--- src/rtl/spr_compositor_multi_if.sv ---
// Pixel timing, shadow-config, pattern-ROM and composited-output bundle for spr_compositor_multi.
interface spr_compositor_multi_if #(
  parameter int NUM_SPR    = 4,
  parameter int SPR_W      = 32,
  parameter int SPR_H      = 32,
  parameter int FRAME_BITS = 2,
  parameter int CW         = 9,
  parameter int AW         = FRAME_BITS + $clog2(SPR_W) + $clog2(SPR_H)
);
  logic [9:0]            pixel_x;
  logic [9:0]            pixel_y;
  logic                  vga_block;
  logic                  vga_end;
  logic [CW-1:0]         vram_dat;
  logic                  cfg_we;
  logic [2:0]            cfg_sel;
  logic [9:0]            cfg_x;
  logic [9:0]            cfg_y;
  logic                  cfg_en;
  logic                  cfg_flip;
  logic [FRAME_BITS-1:0] cfg_frame;
  logic [NUM_SPR*AW-1:0] spr_rom_adr;
  logic [NUM_SPR*CW-1:0] spr_rom_dat;
  logic [CW-1:0]         vga_dat;
  logic [NUM_SPR-1:0]    coll_flags;
  logic                  coll_valid;

  modport master (
    output pixel_x, pixel_y, vga_block, vga_end, vram_dat,
    output cfg_we, cfg_sel, cfg_x, cfg_y, cfg_en, cfg_flip, cfg_frame,
    output spr_rom_dat,
    input  spr_rom_adr, vga_dat, coll_flags, coll_valid
  );

  modport slave (
    input  pixel_x, pixel_y, vga_block, vga_end, vram_dat,
    input  cfg_we, cfg_sel, cfg_x, cfg_y, cfg_en, cfg_flip, cfg_frame,
    input  spr_rom_dat,
    output spr_rom_adr, vga_dat, coll_flags, coll_valid
  );
endinterface

--- src/rtl/spr_compositor_multi.sv ---
// Overlays NUM_SPR colour-keyed sprites on VRAM background, lowest index on top, per-frame collisions.
// Latency: pixel_x at t -> vga_dat at t+2; free-running with pixel timing, no backpressure.
module spr_compositor_multi #(
  parameter int            NUM_SPR    = 4,
  parameter int            SPR_W      = 32,
  parameter int            SPR_H      = 32,
  parameter int            FRAME_BITS = 2,
  parameter int            CW         = 9,
  parameter logic [CW-1:0] TRANSP     = '0
) (
  input logic               clk_25mhz,
  input logic               RST_N,
  spr_compositor_multi_if.slave bus
);
  localparam int LW = $clog2(SPR_W);
  localparam int LH = $clog2(SPR_H);
  localparam int AW = FRAME_BITS + LW + LH;

  typedef struct packed {
    logic                  en;
    logic                  flip;
    logic [FRAME_BITS-1:0] frame;
    logic [9:0]            x;
    logic [9:0]            y;
  } spr_cfg_t;

  spr_cfg_t shadow     [NUM_SPR];
  spr_cfg_t shadow_nxt [NUM_SPR];
  spr_cfg_t active     [NUM_SPR];

  logic [10:0]           dx_w [NUM_SPR];
  logic [10:0]           dy_w [NUM_SPR];
  logic [LW-1:0]         dx_p;
  logic [NUM_SPR-1:0]    hit;
  logic [NUM_SPR*AW-1:0] rom_adr;

  logic [NUM_SPR-1:0]    hit_d;
  logic                  vblk_d;
  logic [NUM_SPR-1:0]    opaque;
  logic [NUM_SPR-1:0]    coll_now;
  logic [3:0]            n_opq;
  logic [CW-1:0]         rom_c;
  logic [CW-1:0]         pix;

  logic [CW-1:0]         vga_dat_q;
  logic [NUM_SPR-1:0]    coll_acc;
  logic [NUM_SPR-1:0]    coll_flags_q;
  logic                  coll_valid_q;

  // A write landing on the vga_end cycle must also reach the active copy.
  always_comb begin
    for (int i = 0; i < NUM_SPR; i++) begin
      shadow_nxt[i] = shadow[i];
      if (bus.cfg_we && int'(bus.cfg_sel) == i) begin
        shadow_nxt[i].en    = bus.cfg_en;
        shadow_nxt[i].flip  = bus.cfg_flip;
        shadow_nxt[i].frame = bus.cfg_frame;
        shadow_nxt[i].x     = bus.cfg_x;
        shadow_nxt[i].y     = bus.cfg_y;
      end
    end
  end

  // 11-bit differences: pixel left of / above the sprite sets bit 10 and misses, so no wrap.
  always_comb begin
    hit     = '0;
    rom_adr = '0;
    dx_p    = '0;
    for (int i = 0; i < NUM_SPR; i++) begin
      dx_w[i] = {1'b0, bus.pixel_x} - {1'b0, active[i].x};
      dy_w[i] = {1'b0, bus.pixel_y} - {1'b0, active[i].y};
      hit[i]  = active[i].en && bus.vga_block &&
                (dx_w[i] < 11'(SPR_W)) && (dy_w[i] < 11'(SPR_H));
      dx_p    = active[i].flip ? ~dx_w[i][LW-1:0] : dx_w[i][LW-1:0];
      if (hit[i])
        rom_adr[i*AW +: AW] = {active[i].frame, dy_w[i][LH-1:0], dx_p};
    end
  end

  assign bus.spr_rom_adr = rom_adr;

  // Scan from highest index down so the lowest opaque channel wins.
  always_comb begin
    opaque = '0;
    n_opq  = '0;
    rom_c  = '0;
    pix    = bus.vram_dat;
    for (int i = NUM_SPR - 1; i >= 0; i--) begin
      rom_c = bus.spr_rom_dat[i*CW +: CW];
      if (hit_d[i] && rom_c != TRANSP) begin
        opaque[i] = 1'b1;
        pix       = rom_c;
        n_opq     = n_opq + 4'd1;
      end
    end
    coll_now = (n_opq >= 4'd2) ? opaque : '0;
  end

  always_ff @(posedge clk_25mhz or negedge RST_N) begin
    if (!RST_N) begin
      for (int i = 0; i < NUM_SPR; i++) begin
        shadow[i] <= '0;
        active[i] <= '0;
      end
      hit_d        <= '0;
      vblk_d       <= 1'b0;
      vga_dat_q    <= '0;
      coll_acc     <= '0;
      coll_flags_q <= '0;
      coll_valid_q <= 1'b0;
    end else begin
      for (int i = 0; i < NUM_SPR; i++) begin
        shadow[i] <= shadow_nxt[i];
        if (bus.vga_end)
          active[i] <= shadow_nxt[i];
      end
      hit_d        <= hit;
      vblk_d       <= bus.vga_block;
      vga_dat_q    <= vblk_d ? pix : '0;
      coll_valid_q <= bus.vga_end;
      if (bus.vga_end) begin
        coll_flags_q <= coll_acc | coll_now;
        coll_acc     <= '0;
      end else begin
        coll_acc     <= coll_acc | coll_now;
      end
    end
  end

  assign bus.vga_dat    = vga_dat_q;
  assign bus.coll_flags = coll_flags_q;
  assign bus.coll_valid = coll_valid_q;
endmodule

--- src/flat_wrapper.sv ---
// flat-port wrapper written by rule: the top's interface ports become plain ports
module spr_compositor_multi_flat 
#(
  parameter int            NUM_SPR    = 4,
  parameter int            SPR_W      = 32,
  parameter int            SPR_H      = 32,
  parameter int            FRAME_BITS = 2,
  parameter int            CW         = 9,
  parameter logic [CW-1:0] TRANSP     = '0
)
  (clk_25mhz, RST_N, bus_pixel_x, bus_pixel_y, bus_vga_block, bus_vga_end, bus_vram_dat, bus_cfg_we, bus_cfg_sel, bus_cfg_x, bus_cfg_y, bus_cfg_en, bus_cfg_flip, bus_cfg_frame, bus_spr_rom_dat, bus_spr_rom_adr, bus_vga_dat, bus_coll_flags, bus_coll_valid);
  spr_compositor_multi_if #(.NUM_SPR(NUM_SPR), .SPR_W(SPR_W), .SPR_H(SPR_H), .FRAME_BITS(FRAME_BITS), .CW(CW)) bus_i ();
  input logic clk_25mhz;
  input logic RST_N;
  input wire logic [$bits(bus_i.pixel_x)-1:0] bus_pixel_x;
  input wire logic [$bits(bus_i.pixel_y)-1:0] bus_pixel_y;
  input wire logic [$bits(bus_i.vga_block)-1:0] bus_vga_block;
  input wire logic [$bits(bus_i.vga_end)-1:0] bus_vga_end;
  input wire logic [$bits(bus_i.vram_dat)-1:0] bus_vram_dat;
  input wire logic [$bits(bus_i.cfg_we)-1:0] bus_cfg_we;
  input wire logic [$bits(bus_i.cfg_sel)-1:0] bus_cfg_sel;
  input wire logic [$bits(bus_i.cfg_x)-1:0] bus_cfg_x;
  input wire logic [$bits(bus_i.cfg_y)-1:0] bus_cfg_y;
  input wire logic [$bits(bus_i.cfg_en)-1:0] bus_cfg_en;
  input wire logic [$bits(bus_i.cfg_flip)-1:0] bus_cfg_flip;
  input wire logic [$bits(bus_i.cfg_frame)-1:0] bus_cfg_frame;
  input wire logic [$bits(bus_i.spr_rom_dat)-1:0] bus_spr_rom_dat;
  output wire logic [$bits(bus_i.spr_rom_adr)-1:0] bus_spr_rom_adr;
  output wire logic [$bits(bus_i.vga_dat)-1:0] bus_vga_dat;
  output wire logic [$bits(bus_i.coll_flags)-1:0] bus_coll_flags;
  output wire logic [$bits(bus_i.coll_valid)-1:0] bus_coll_valid;
  assign bus_i.pixel_x = bus_pixel_x;
  assign bus_i.pixel_y = bus_pixel_y;
  assign bus_i.vga_block = bus_vga_block;
  assign bus_i.vga_end = bus_vga_end;
  assign bus_i.vram_dat = bus_vram_dat;
  assign bus_i.cfg_we = bus_cfg_we;
  assign bus_i.cfg_sel = bus_cfg_sel;
  assign bus_i.cfg_x = bus_cfg_x;
  assign bus_i.cfg_y = bus_cfg_y;
  assign bus_i.cfg_en = bus_cfg_en;
  assign bus_i.cfg_flip = bus_cfg_flip;
  assign bus_i.cfg_frame = bus_cfg_frame;
  assign bus_i.spr_rom_dat = bus_spr_rom_dat;
  assign bus_spr_rom_adr = bus_i.spr_rom_adr;
  assign bus_vga_dat = bus_i.vga_dat;
  assign bus_coll_flags = bus_i.coll_flags;
  assign bus_coll_valid = bus_i.coll_valid;
  spr_compositor_multi #(.NUM_SPR(NUM_SPR), .SPR_W(SPR_W), .SPR_H(SPR_H), .FRAME_BITS(FRAME_BITS), .CW(CW), .TRANSP(TRANSP)) u_core (.clk_25mhz(clk_25mhz), .RST_N(RST_N), .bus(bus_i));
endmodule
--- config.mk ---
export PLATFORM = sky130hd
export DESIGN_NAME = spr_compositor_multi_flat
export DESIGN_NICKNAME = d
export VERILOG_FILES = /design/src/rtl/spr_compositor_multi_if.sv /design/src/rtl/spr_compositor_multi.sv /design/src/flat_wrapper.sv
export SDC_FILE = /design/constraint.sdc
export NUM_CORES = 1
export LEC_CHECK = 0
export BUFFER_PORTS_ARGS = -buffer_cell sky130_fd_sc_hd__buf_2
export CAP_MARGIN = 5
export CORE_ASPECT_RATIO = 0.5
export CORE_MARGIN = 5
export CORE_UTILIZATION = 59
export CTS_CLUSTER_DIAMETER = 60
export CTS_CLUSTER_SIZE = 8
export DETAILED_ROUTE_END_ITERATION = 7
export GPL_TIMING_DRIVEN = 0
export PLACE_DENSITY = 0.81
export SYNTH_ARGS = -nofsm -noshare
export SYNTH_HDL_FRONTEND = slang
export SYNTH_SLANG_ARGS = --single-unit
--- constraint.sdc ---
create_clock -name clk_25mhz -period 2.99 [get_ports clk_25mhz]
set_input_delay 0.1495 -clock clk_25mhz [delete_from_list [all_inputs] [get_ports clk_25mhz]]
set_output_delay 0.1495 -clock clk_25mhz [all_outputs]
set_load 0.1 [all_outputs]
# Word-level counts from Yosys, hierarchy flattened
# Index checks and enable logic that the tools add are counted.
dict set report classes {
  eq_ne 3
  n_reduce_logical 25
  order_cmp 9
  add_sub_neg 11
  muxes 27
  bitwise 5
}
# op count
set op_table {}
lappend op_table {{24-bit 2-to-1 mux} 4}
lappend op_table {{11-bit by 6-bit less-than comparator with 1-bit output (second input constant)} 8}
lappend op_table {{10-bit by 10-bit subtractor with 11-bit output} 8}
lappend op_table {{12-bit 2-to-1 mux} 4}
lappend op_table {{9-bit 2-to-1 mux} 5}
lappend op_table {{9-bit nonzero test} 4}
lappend op_table {{1-bit logical AND} 20}
lappend op_table {{4-bit 2-to-1 mux} 5}
lappend op_table {{5-bit 2-to-1 mux} 4}
lappend op_table {{5-bit inverter} 4}
lappend op_table {{4-bit by 1-bit adder with 4-bit output (second input constant)} 2}
lappend op_table {{3-bit == test (second input constant)} 2}
lappend op_table {{1-bit 2-to-1 mux} 5}
lappend op_table {{4-bit by 2-bit >= comparator with 1-bit output (second input constant)} 1}
lappend op_table {{4-bit OR} 1}
lappend op_table {{3-bit by 2-bit == test with 1-bit output (second input constant)} 1}
lappend op_table {{3-bit logical NOT} 1}
lappend op_table {{1-bit by 1-bit adder with 2-bit output (second input constant)} 1}
dict set report totals {
  ff_bits 215
  inputBits 97
}

# Longest topological paths before layout
# Gate-level depths: netlist of run 1.
dict set report depth {
  word_depth 13
  depth_mapped 14
}

# Worst setup path after synthesis of run 1
# Ideal clock, no wire load.
dict set report synth_path {
  path_kind {reg-to-output}
  from {register u_core.active[48] (netlist name)}
  to {output port bus_spr_rom_adr[15]}
  required_time_ns 2.841
  t_arrival_ns 5.319
  path_buffers 0
  path_stages_with_launch 11
  slack_ns -2.479
  cell_sequence {dfrtp_1 > ha_1 > inv_1 > fa_1 > a21o_1 > a22oi_1 > a21oi_1 > xnor2_1 > o2111ai_1 > or4_4 > nor4b_1}
}
dict set report synth_between {
  elab_chain_cells 4
}
# item line_no
set synth_rtl {}
lappend synth_rtl {{start: declaration} spr_compositor_multi.sv:29} ;# spr_cfg_t active [NUM_SPR];
lappend synth_rtl {{start signal: indexed assignment} spr_compositor_multi.sv:115} ;# active[i] <= shadow_nxt[i];
lappend synth_rtl {{10-bit by 10-bit subtractor with 11-bit output} spr_compositor_multi.sv:71} ;# dy_w[i] = {1'b0, bus.pixel_y} - {1'b0, active[i].y};
lappend synth_rtl {{11-bit by 6-bit less-than comparator with 1-bit output} spr_compositor_multi.sv:73} ;# (dx_w[i] < 11'(SPR_W)) && (dy_w[i] < 11'(SPR_H));
lappend synth_rtl {{1-bit logical AND} spr_compositor_multi.sv:73}
lappend synth_rtl {{12-bit 2-to-1 mux} spr_compositor_multi.sv:75} ;# if (hit[i])
lappend synth_rtl {{end: declaration} flat_wrapper.sv:28} ;# output wire logic [$bits(bus_i.spr_rom_adr)-1:0] bus_spr_rom_adr;
# Every way passes these cells.

# Final worst setup path of run 1
dict set report layout_path {
  from {register u_core.active[48] (netlist name)}
  to {output port bus_spr_rom_adr[17]}
}
dict set report layout_between {
  elab_chain_cells 4
}
# item line_no
set layout_rtl {}
lappend layout_rtl {{10-bit by 10-bit subtractor with 11-bit output (*)} spr_compositor_multi.sv:71}
lappend layout_rtl {{11-bit by 6-bit less-than comparator with 1-bit output} spr_compositor_multi.sv:73}
lappend layout_rtl {{1-bit logical AND} spr_compositor_multi.sv:73}
lappend layout_rtl {{12-bit 2-to-1 mux (*)} spr_compositor_multi.sv:75}
# Mark *: on every way between the ends. The rest lies on a longest branch, timed or not.

==> summary.md, run 1 <==
| Metric | Value |
|---|---|
| Status | finished, violations left |
| Failing checks | setup timing |
| Worst-Skew Late Latency | 560 ps |
| Die ar. | 24,800 um^2 |
| Vias in the first global route | 11,800 |
| Synth top area cells | dfrtp_1 42%, mux2_2 10%, ha_1 8.2% |
| Count leader, synth | dfrtp_1 |
| Top delay family on crit path | simple AND/OR/NAND/NOR gates |
| Max Cap Viol | 0 |
| Root Driver | clkbuf_16 |
| Final core occ | 82.9% |
| Count of final hold-check violations | 0 |
| Largest net degree at the start of global routing | 126 |
| Critical path arrival | 3810 ps |
| Cells after Synth | 1,284 |
| Crit Path Class | reg -> out |
| Die width | 218 um |
| # DRC | 0 |
| H-tree depth | 1 |
| GP Congestion | 0.919 |
| Vias per cell | 6.32 |
| Pleak | 7.90 nW |
| First-pass GRT wire length | 67,000 um |
| Synth Flop Type | dfrtp_1 |
| Critical path's largest stage delay | 560 ps |
| Layout cell share with drive strength beyond 1 | 34.8% |
| CORE AREA | 21,400 um^2 |
| PortBufs | 158 |
| Setup Skew | 21.7 ps |
| Yosys top cell area share | 42.2% |
| Synth unique cells | 75 |
| WHS | 184 ps |
| Mean Syn Cell Area | 9.92 um^2 |
| Flop and latch count out of synthesis | 215 |
| Fmax | 253 MHz |
| Final Max Tran Viols | 0 |
| CTS Buffer Depth | 3 |
| Crit-path max FO | 5 |
| Total power draw | 11.7 mW |
| Initial core utilization | 59.4% |
| Top-Level Pins | 159 |
| Worst setup SP type | flop |
| CTS tree | built |
| WL final | 45,600 um |
| CP max-delay cell | or4_4 |
| Final Net Count | 1,766 |
| Synth Cell Area | 12,700 um^2 |
| Via count | 11,900 |
| Post-DRT Antenna Nets | 0 |
| Syn nets | 1,473 |
| Crit path time final | 3960 ps |
| Endpoints failing setup | 50 |
| Yosys warns | 0 |
| RSZ-0062 raised after global routing | true |
| Post-synth EDFFs | 0 |
| Critical Path RT | 2840 ps |
| Buf/Inv on CP | 3 |
| Asr flop ratio synth | 100% |
| Worst Tran Pin Value | 1120 ps |
| Post-synthesis sequential area ratio | 42.2% |
| Critical-path cell list | ha_4 > inv_2 > fa_2 > a21o_1 > a22oi_2 > a21oi_2 > xnor2_1 > o2111ai_1 > or4_4 > buf_12 > nor4_4 > buf_6 |
| Antenna violations before repair | 1 |
| Crit. End Element | output port |
| Power Density | 658 nW/um^2 |
| Number of CTS-inserted buffers | 30 |
| HP Class | in -> reg |
| Synth area leader | dfrtp_1 |
| 1st-iter DRT viols | 1,286 |
| Wirelength per Cell | 24.3 um |
| Detailed Place HPWL | 29,400 um |
| First-pass detailed-route iteration total | 5 |
| Post-DP Area | 15,000 um^2 |
| Top cells by count, synth | 215 x dfrtp_1, 118 x inv_1, 118 x nand2_1, 114 x mux2_2, 113 x o21ai_0 |
| Place WS | -879 ps |
| Tcrit/Tclk final | 132% |
| Design area | 17,800 um^2 |
| Clk sinks | 215 |
| Area Growth Syn to Fin | 39.4% |
| Reg clk slew, reported paths | 60 ps |
| Gr usage total | 34.8% |
| Std cell rows | 38 |
| GRT overflow | 0 |
| Peak supply drop | 506 uV |
| Die H | 114 um |
| Worst slew margin | 25.3% |
| PnR worst setup slack | -966 ps |
==> kinds of logic (layout without fill, tap and decap cells) <==
| kind of cell | count (synthesis) | count (layout) | share of synthesized area, % |
|---|---|---|---|
| adder cells (fa/ha/maj) | 92 | 92 | 9.50 |
| AND/OR/NAND/NOR | 334 | 334 | 13.9 |
| AO/OA/AOI/OAI | 280 | 280 | 13.6 |
| flip-flops | 215 | 215 | 42.2 |
| other | 0 | 1 | 0 |
| multiplexers | 133 | 133 | 11.6 |
| buffers and inverters | 171 | 464 | 5.14 |
| XOR/XNOR | 59 | 59 | 4.06 |
==> report_power, final <==
group	total, mW	switching [mW]	internal [mW]
Clock	3.00	1.25	1.75
Sequential	3.69	0.211	3.48
Combinational	5.00	3.00	2.00
==> cell usage in the layout (no fill, tap or decap), drive strengths merged, types with 7 or more instances in the layout <==
cell type    netlist  layout
nand3             13      13
mux2             115     115
o21ai            116     116
nor3              24      24
nand2            118     118
inv              119     119
a31oi             11      11
nor2              63      63
mux2i             18      18
xor2              21      21
buf                6     222
or3                7       7
nor2b             18      18
nand2b            14      14
clkbuf            46      77
dlygate4sd3        0      45
ha                84      84
o21a               9       9
fa                 8       8
nor4b             13      13
dfrtp            215     215
nor4              32      32
a21oi             58      58
xnor2             38      38
a211oi            13      13
a21o              17      17
==> worst min-delay path: stages <==
cell and delay [ps]:
buf_2 140, nor2_1 150, mux2_2 270
==> stage by stage <==
step | instances | TNS, ps
after floorplan | 1284 | -13240
after global placement | 1742 | -394170
after detailed placement | 1744 | -28890
after CTS | 1849 | -31080
after global routing | 1877 | -39580
final | 1878 | -35150
==> path summary, 6_finish.rpt <==
| check | startpoint | end | slack [ps] | cells past startpoint |
|---|---|---|---|---|
| setup / recovery | u_core.active[48] | bus_spr_rom_adr[17] | -970 | 12 |
| hold / removal | bus_cfg_sel[0] | u_core.shadow[24] | 180 | 3 |
| setup reg to reg | u_core.active[48] | u_core.hit_d[1] | -40 | 12 |
| hold reg to reg | u_core.shadow[62] | u_core.shadow[62] | 500 | 1 |
| max in group asynchronous | RST_N | u_core.active[87] | 1800 | 4 |
| min in group asynchronous | RST_N | u_core.bus.coll_flags[1] | 260 | 3 |
==> cell type report <==
| type | instances | area (um^2) |
|---|---|---|
| clock inverters | 1 | 16.3 |
| diodes | 1 | 2.50 |
| repair buffers | 261 | 2340 |
| fillers | 1146 | 3680 |
| well taps | 300 | 375 |
| flip-flops and latches | 215 | 5380 |
| multi-input cells | 898 | 8060 |
| inverters | 119 | 447 |
| clock buffers | 31 | 754 |
| plain buffers | 52 | 383 |
==> layer usage <==
metal / track usage [%] / vias to the layer above / wire [um]
met5: 0 / - / 0
met4: 10.7 / 0 / 1820
met3: 7.93 / 173 / 4880
met2: 55.5 / 806 / 20400
met1: 48.3 / 5795 / 18600
li1: - / 5090 / -
==> registers in the layout, indices dropped and copies added (netlist names) <==
signal,flops
u_core.active,96
u_core.bus.coll_flags,4
u_core.bus.coll_valid,1
u_core.bus.vga_dat,9
u_core.coll_acc,4
u_core.hit_d,4
u_core.shadow,96
u_core.vblk_d,1
==> timing repair <==
item                       CTS  global route
hold buffers                45             0
hold endpoints to repair   230             0
setup endpoints to repair   57            68
resized for setup          199            58
pin swaps                   39            48
gates cloned                 3             2
setup buffers               25            27
Note: power is estimated with default switching activity, not from simulation.
==> run 2: changes to the inputs <==
--- a/config.mk
+++ b/config.mk
@@ -10,9 +10,11 @@
 export CORE_ASPECT_RATIO = 0.5
 export CORE_MARGIN = 5
 export CORE_UTILIZATION = 59
+export CTS_BUF_LIST = sky130_fd_sc_hd__clkbuf_16
 export CTS_CLUSTER_DIAMETER = 60
-export CTS_CLUSTER_SIZE = 8
+export CTS_CLUSTER_SIZE = 28
 export DETAILED_ROUTE_END_ITERATION = 7
+export GPL_ROUTABILITY_DRIVEN = 0
 export GPL_TIMING_DRIVEN = 0
 export PLACE_DENSITY = 0.81
 export SYNTH_ARGS = -nofsm -noshare
==> run 2 against run 1 <==
- the run ends with DRC, hold timing, setup timing left
- combinational power up 3%
- wire length up 6.6%
- cell area down 3.7%
- critical path depth unchanged
- critical endpoint is now bus_spr_rom_adr[21]
- largest power group unchanged
==> summary.md, run 2 (synthesis gave the netlist of run 1 again) <==
| Metric | Value |
|---|---|
| Status | finished, violations left |
| Failing checks | DRC, hold timing, setup timing |
| Vias in the first global route | 12,200 |
| Detailed Place HPWL | 29,400 um |
| CORE AREA | 21,400 um^2 |
| Critical path arrival | 3970 ps |
| Reg clk slew, reported paths | 120 ps |
| Worst slew margin | 9.04% |
| Met2 wire len | 21,000 um |
| Max Cap Viol | 0 |
| Crit-path max FO | 5 |
| Std cell rows | 38 |
| Ant diodes | 0 |
| Design area | 17,100 um^2 |
| Pleak | 7.58 nW |
| Most frequent cells in the layout | 215 x dfrtp_1, 117 x nand2_1, 114 x mux2_2, 110 x buf_2, 109 x o21ai_0 |
| Vias per cell | 6.70 |
| Tcrit/Tclk final | 138% |
| Worst setup SP type | flop |
| Commonest non-fill, non-tap cell in the layout | dfrtp_1 |
| Worst reg2reg path depth | 12 |
| Clock network power share | 18.0% |
| Die width | 218 um |
| RSZ-0062 raised after global routing | true |
| Switching Power | 4.43 mW |
| Gr usage total | 35.0% |
| Layout Cells excl Fill | 1,843 |
| First-pass GRT wire length | 67,600 um |
| Top-Level Pins | 159 |
| Area Growth Syn to Fin | 34.2% |
| Worst Tran Pin Value | 1360 ps |
| Count of final hold-check violations | 5 |
| Met3 WL | 6280 um |
| Largest net degree at the start of global routing | 128 |
| Die ar. | 24,800 um^2 |
| Number of CTS-inserted buffers | 12 |
| Sequential share of power | 34.2% |
| Fillers | 1,149 |
| Crit. End Element | output port |
| Worst-Skew Late Latency | 500 ps |
| Max layer used | met5 |
| Die H | 114 um |
| Setup Skew | 42.7 ps |
| Clk sinks | 215 |
| H-tree depth | 1 |
| Fmax | 243 MHz |
| Peak supply drop | 424 uV |
| Critical Path RT | 2840 ps |
| Initial core utilization | 59.4% |
| Switching Fraction | 41.2% |
| First-pass detailed-route iteration total | 8 |
| Comb pwr share | 47.8% |
| Wirelength per Cell | 26.4 um |
| WHS | -4.82 ps |
| HP Class | in -> reg |
| Crit Path Class | reg -> out |
| Root Driver | clkbuf_16 |
| Post-DP Area | 14,900 um^2 |
| Hold Path Cell Cnt | 2 |
| Cells after DPL | 1,743 |
| Final Max Tran Viols | 0 |
| Crit path time final | 4120 ps |
| Power Density | 629 nW/um^2 |
| PnR worst setup slack | -1130 ps |
| Endpoints failing setup | 50 |
| # DRC | 6 |
| Wl on met1 | 17,500 um |
| Layout cell share with drive strength beyond 1 | 34.1% |
| WL final | 48,600 um |
| GRT overflow | 0 |
| CTS tree | built |
| PortBufs | 158 |
| Antenna violations before repair | 4 |
| Internal | 6.33 mW |
| 1st-iter DRT viols | 1,830 |
| Final Net Count | 1,729 |
| Via count | 12,400 |
| Post-DRT Antenna Nets | 0 |
| CTS Buffer Depth | 3 |
## run 2: changes by cell type in the layout (fill, tap and decap cells not counted), sizes merged
cell         delta
dlygate4sd3    -18
clkinv          +2
diode           -1
bufinv          +1
clkbuf         -19
## run 2: power by group through the flow
stage / Sequential (mW) / Clock (mW) / Combinational [mW]
detailed placement: 3.69 / 0 / 4.04
CTS: 3.64 / 1.90 / 4.50
global placement: 3.66 / 0 / 3.82
finish: 3.69 / 1.94 / 5.14
floorplan: 3.68 / 0 / 3.02
global route: 3.71 / 2.03 / 5.35
## run 2: cell type report
cell class	instances	area (um^2)	area share, %
flip-flops and latches	215	5380	31.5
plain buffers	51	355	2.08
repair buffers	243	2110	12.3
inverters	119	449	2.63
well taps	300	375	2.19
clock inverters	4	73.8	0.432
multi-input cells	898	8040	47.0
clock buffers	13	325	1.90
## run 2: metrics by stage
step	worst slack, ps	setup TNS [ps]	util (%)	total power [mW]	hold WS [ps]
detailed placement	-784	-28090	69.6	7.73	203
finish	-1130	-39220	79.8	10.8	-4.82
global route	-1160	-40810	79.8	11.1	3.14
floorplan	-508	-13240	-	6.70	-146
CTS	-810	-27730	78.2	10.0	1.33
global placement	-1700	-382900	69.4	7.47	332
## run 2: worst paths after layout
check                                        from             endpoint  slack (ps)
max in group asynchronous                   RST_N    u_core.shadow[42]        1610
min in group asynchronous                   RST_N   u_core.coll_acc[0]         240
worst max-delay path            u_core.active[48]  bus_spr_rom_adr[21]       -1130
worst max register to register  u_core.active[48]      u_core.hit_d[1]        -240
worst min register to register   u_core.shadow[2]     u_core.shadow[2]         510
worst min-delay path                 bus_cfg_x[9]    u_core.shadow[19]          -5
## run 2: critical path, stage by stage, from the launching register on
cell and delay, ps:
dfrtp_1 470, ha_4 180, inv_2 40, fa_2 320
a21o_1 210, a22oi_2 230, a21oi_2 120, xnor2_1 220
o2111ai_1 190, or4_4 690, buf_12 200, nor4_4 310
buf_6 280
## run 2: what timing repair did
item / CTS / global route
pin swaps: 39 / 29
setup endpoints to repair: 58 / 60
endpoints found under the hold margin: 125 / 6
setup buffers: 35 / 19
hold buffers: 24 / 3
gates resized for setup: 206 / 42
cloned: 4 / 1
## run 2: routing by layer
layer,vias to the layer above,GRT usage (%)
met4,6,16.5
met5,-,0
met1,5883,44.1
li1,5024,-
met2,1052,56.9
met3,389,9.52
==> run 3: changes to the inputs <==
--- a/config.mk
+++ b/config.mk
@@ -9,14 +9,14 @@
 export CAP_MARGIN = 5
 export CORE_ASPECT_RATIO = 0.5
 export CORE_MARGIN = 5
-export CORE_UTILIZATION = 59
+export CORE_UTILIZATION = 64
 export CTS_BUF_LIST = sky130_fd_sc_hd__clkbuf_16
 export CTS_CLUSTER_DIAMETER = 60
 export CTS_CLUSTER_SIZE = 28
 export DETAILED_ROUTE_END_ITERATION = 7
 export GPL_ROUTABILITY_DRIVEN = 0
 export GPL_TIMING_DRIVEN = 0
-export PLACE_DENSITY = 0.81
+export PLACE_DENSITY = 0.87
 export SYNTH_ARGS = -nofsm -noshare
 export SYNTH_HDL_FRONTEND = slang
 export SYNTH_SLANG_ARGS = --single-unit
==> constraint.sdc (replaced) <==
create_clock -name clk_25mhz -period 5.3 [get_ports clk_25mhz]
set_input_delay 0.265 -clock clk_25mhz [delete_from_list [all_inputs] [get_ports clk_25mhz]]
set_output_delay 0.265 -clock clk_25mhz [all_outputs]
set_load 0.1 [all_outputs]
==> run 3 against run 2 <==
- critical path depth stayed put
- sequential power is 44% lower
- highest routed layer is now met4
- largest power group is now sequential cells
- the flow finishes with violations (DRC)
- wire length is 23% lower
- critical endpoint unchanged
==> summary.md, run 3 (synthesis gave the netlist of run 1 again) <==
| Metric | Value |
|---|---|
| Status | finished, violations left |
| Failing checks | DRC |
| Place WS | 1090 ps |
| GRT overflow | 0 |
| First-pass GRT wire length | 58,900 um |
| WL final | 37,400 um |
| PortBufs | 158 |
| Worst Tran Pin Value | 891 ps |
| Power Density | 359 nW/um^2 |
| CTS tree | built |
| Crit Reg-Reg Endpoint | u_core.hit_d[1] |
| Detailed Place HPWL | 28,100 um |
| Layout Cells excl Fill | 1,729 |
| Gr usage total | 32.5% |
| Antenna violations before repair | 0 |
| Tcrit/Tclk final | 88.0% |
| Hold Path Cell Cnt | 1 |
| Pleak | 6.56 nW |
| Max Cap Viol | 0 |
| Worst R2R Setup Slack | 1650 ps |
| Top-Level Pins | 159 |
| WHS | 75.7 ps |
| Commonest non-fill, non-tap cell in the layout | dfrtp_1 |
| RSZ-0062 raised after global routing | false |
| CTS Buffer Depth | 3 |
| Critical register-to-register path startpoint | u_core.active[58] |
| Std cell rows | 36 |
| HP Class | in -> reg |
| Endpoints failing setup | 0 |
| Area Growth Syn to Fin | 13.3% |
| Number of CTS-inserted buffers | 12 |
| First-pass detailed-route iteration total | 8 |
| Setup Skew | 21.4 ps |
| Fillers | 1,294 |
| Design area | 14,400 um^2 |
| Worst-Skew Late Latency | 490 ps |
| Peak supply drop | 172 uV |
| Clk sinks | 215 |
| Initial core utilization | 65.3% |
| Fmax | 214 MHz |
| Final Max Tran Viols | 0 |
| Crit. End Element | output port |
| Crit path time final | 4670 ps |
| Critical path arrival | 4400 ps |
| Vias in the first global route | 11,000 |
| Die width | 210 um |
| Via count | 10,900 |
| Worst setup SP type | flop |
| Worst slew margin | 40.5% |
| Vias per cell | 6.30 |
| Die ar. | 23,000 um^2 |
| Post-DRT Antenna Nets | 0 |
| Final Net Count | 1,648 |
| PnR worst setup slack | 633 ps |
| # DRC | 1 |
| Reg clk slew, reported paths | 110 ps |
| Critical Path RT | 5040 ps |
| H-tree depth | 1 |
| Largest net degree at the start of global routing | 127 |
| Most frequent cells in the layout | 215 x dfrtp_1, 159 x buf_2, 118 x inv_1, 118 x nand2_1, 114 x mux2_2 |
| Worst reg2reg path depth | 11 |
| Crit-path max FO | 10 |
| Count of final hold-check violations | 0 |
| Cells after DPL | 1,709 |
| Setup Buffers After CTS | 0 |
| 1st-iter DRT viols | 1,279 |
| Die H | 110 um |
| Number of hold buffers added after cts | 2 |
| Wirelength per Cell | 21.6 um |
| Hold EP | u_core.vblk_d |
| Root Driver | clkbuf_16 |
| CORE AREA | 19,500 um^2 |
| Ant diodes | 0 |
| Layout cell share with drive strength beyond 1 | 23.8% |
| # resized after CTS | 0 |
| Crit Path Class | reg -> out |
| Worst Min Path Start | bus_vga_block |
| Post-DP Area | 14,000 um^2 |
==> run 3: final cells by class <==
type / instances / area, um^2 / area share [%]
multi-input combinational: 898 / 6830 / 47.3
clock inverter: 5 / 71.3 / 0.494
tap: 266 / 333 / 2.30
buffer: 52 / 209 / 1.45
inverter: 119 / 447 / 3.09
clock buffer: 13 / 325 / 2.25
timing repair buffer: 161 / 848 / 5.87
sequential: 215 / 5380 / 37.3
==> run 3: worst max path at each step <==
| stage | start | to | slack, ps | cells after the start |
|---|---|---|---|---|
| after floorplan | bus_pixel_y[0] | bus_spr_rom_adr[15] | -340 | 11 |
| after global placement | RST_N | u_core.active[16] | 540 | 1 |
| after detailed placement | bus_pixel_x[0] | bus_spr_rom_adr[16] | 1090 | 14 |
| after CTS | u_core.active[58] | bus_spr_rom_adr[21] | 740 | 12 |
| after global routing | u_core.active[58] | bus_spr_rom_adr[21] | 450 | 12 |
| final | u_core.active[58] | bus_spr_rom_adr[21] | 630 | 12 |
==> run 3: per-layer routing <==
layer | GRT usage, % | part of all wire (%) | up-vias | wire [um]
met3 | 6.96 | 9.9 | 135 | 3690
met1 | 44.6 | 42 | 5308 | 15600
met4 | 12.1 | 4.2 | 0 | 1580
met2 | 51.7 | 44 | 610 | 16500
met5 | 0 | 0 | - | 0
li1 | - | - | 4844 | -
==> run 3: critical path, stage by stage, from the launching register on <==
cell	delay, ps
dfrtp_1	390
ha_1	210
inv_1	80
fa_1	410
a21oi_1	250
nor2_1	70
or3_1	360
xor2_1	160
nor3_1	490
o311ai_1	320
clkbuf_1	400
nor4_2	310
buf_2	470
==> run 3: stage by stage <==
step	power, mW	utilization, %	setup TNS (ps)
after floorplan	3.49	-	-852
after global placement	3.92	71.7	0
after detailed placement	4.05	71.9	0
after CTS	5.14	74.0	0
after global routing	5.46	74.0	0
final	5.19	74.0	0
==> run 3: where the power goes <==
part | leakage (nW) | internal (mW) | switching (mW) | total [mW]
registers | 2.65 | 1.95 | 0.103 | 2.06
clock network | 0.196 | 0.512 | 0.575 | 1.09
logic | 3.72 | 0.791 | 1.26 | 2.05
total | 6.56 | 3.25 | 1.94 | 5.19
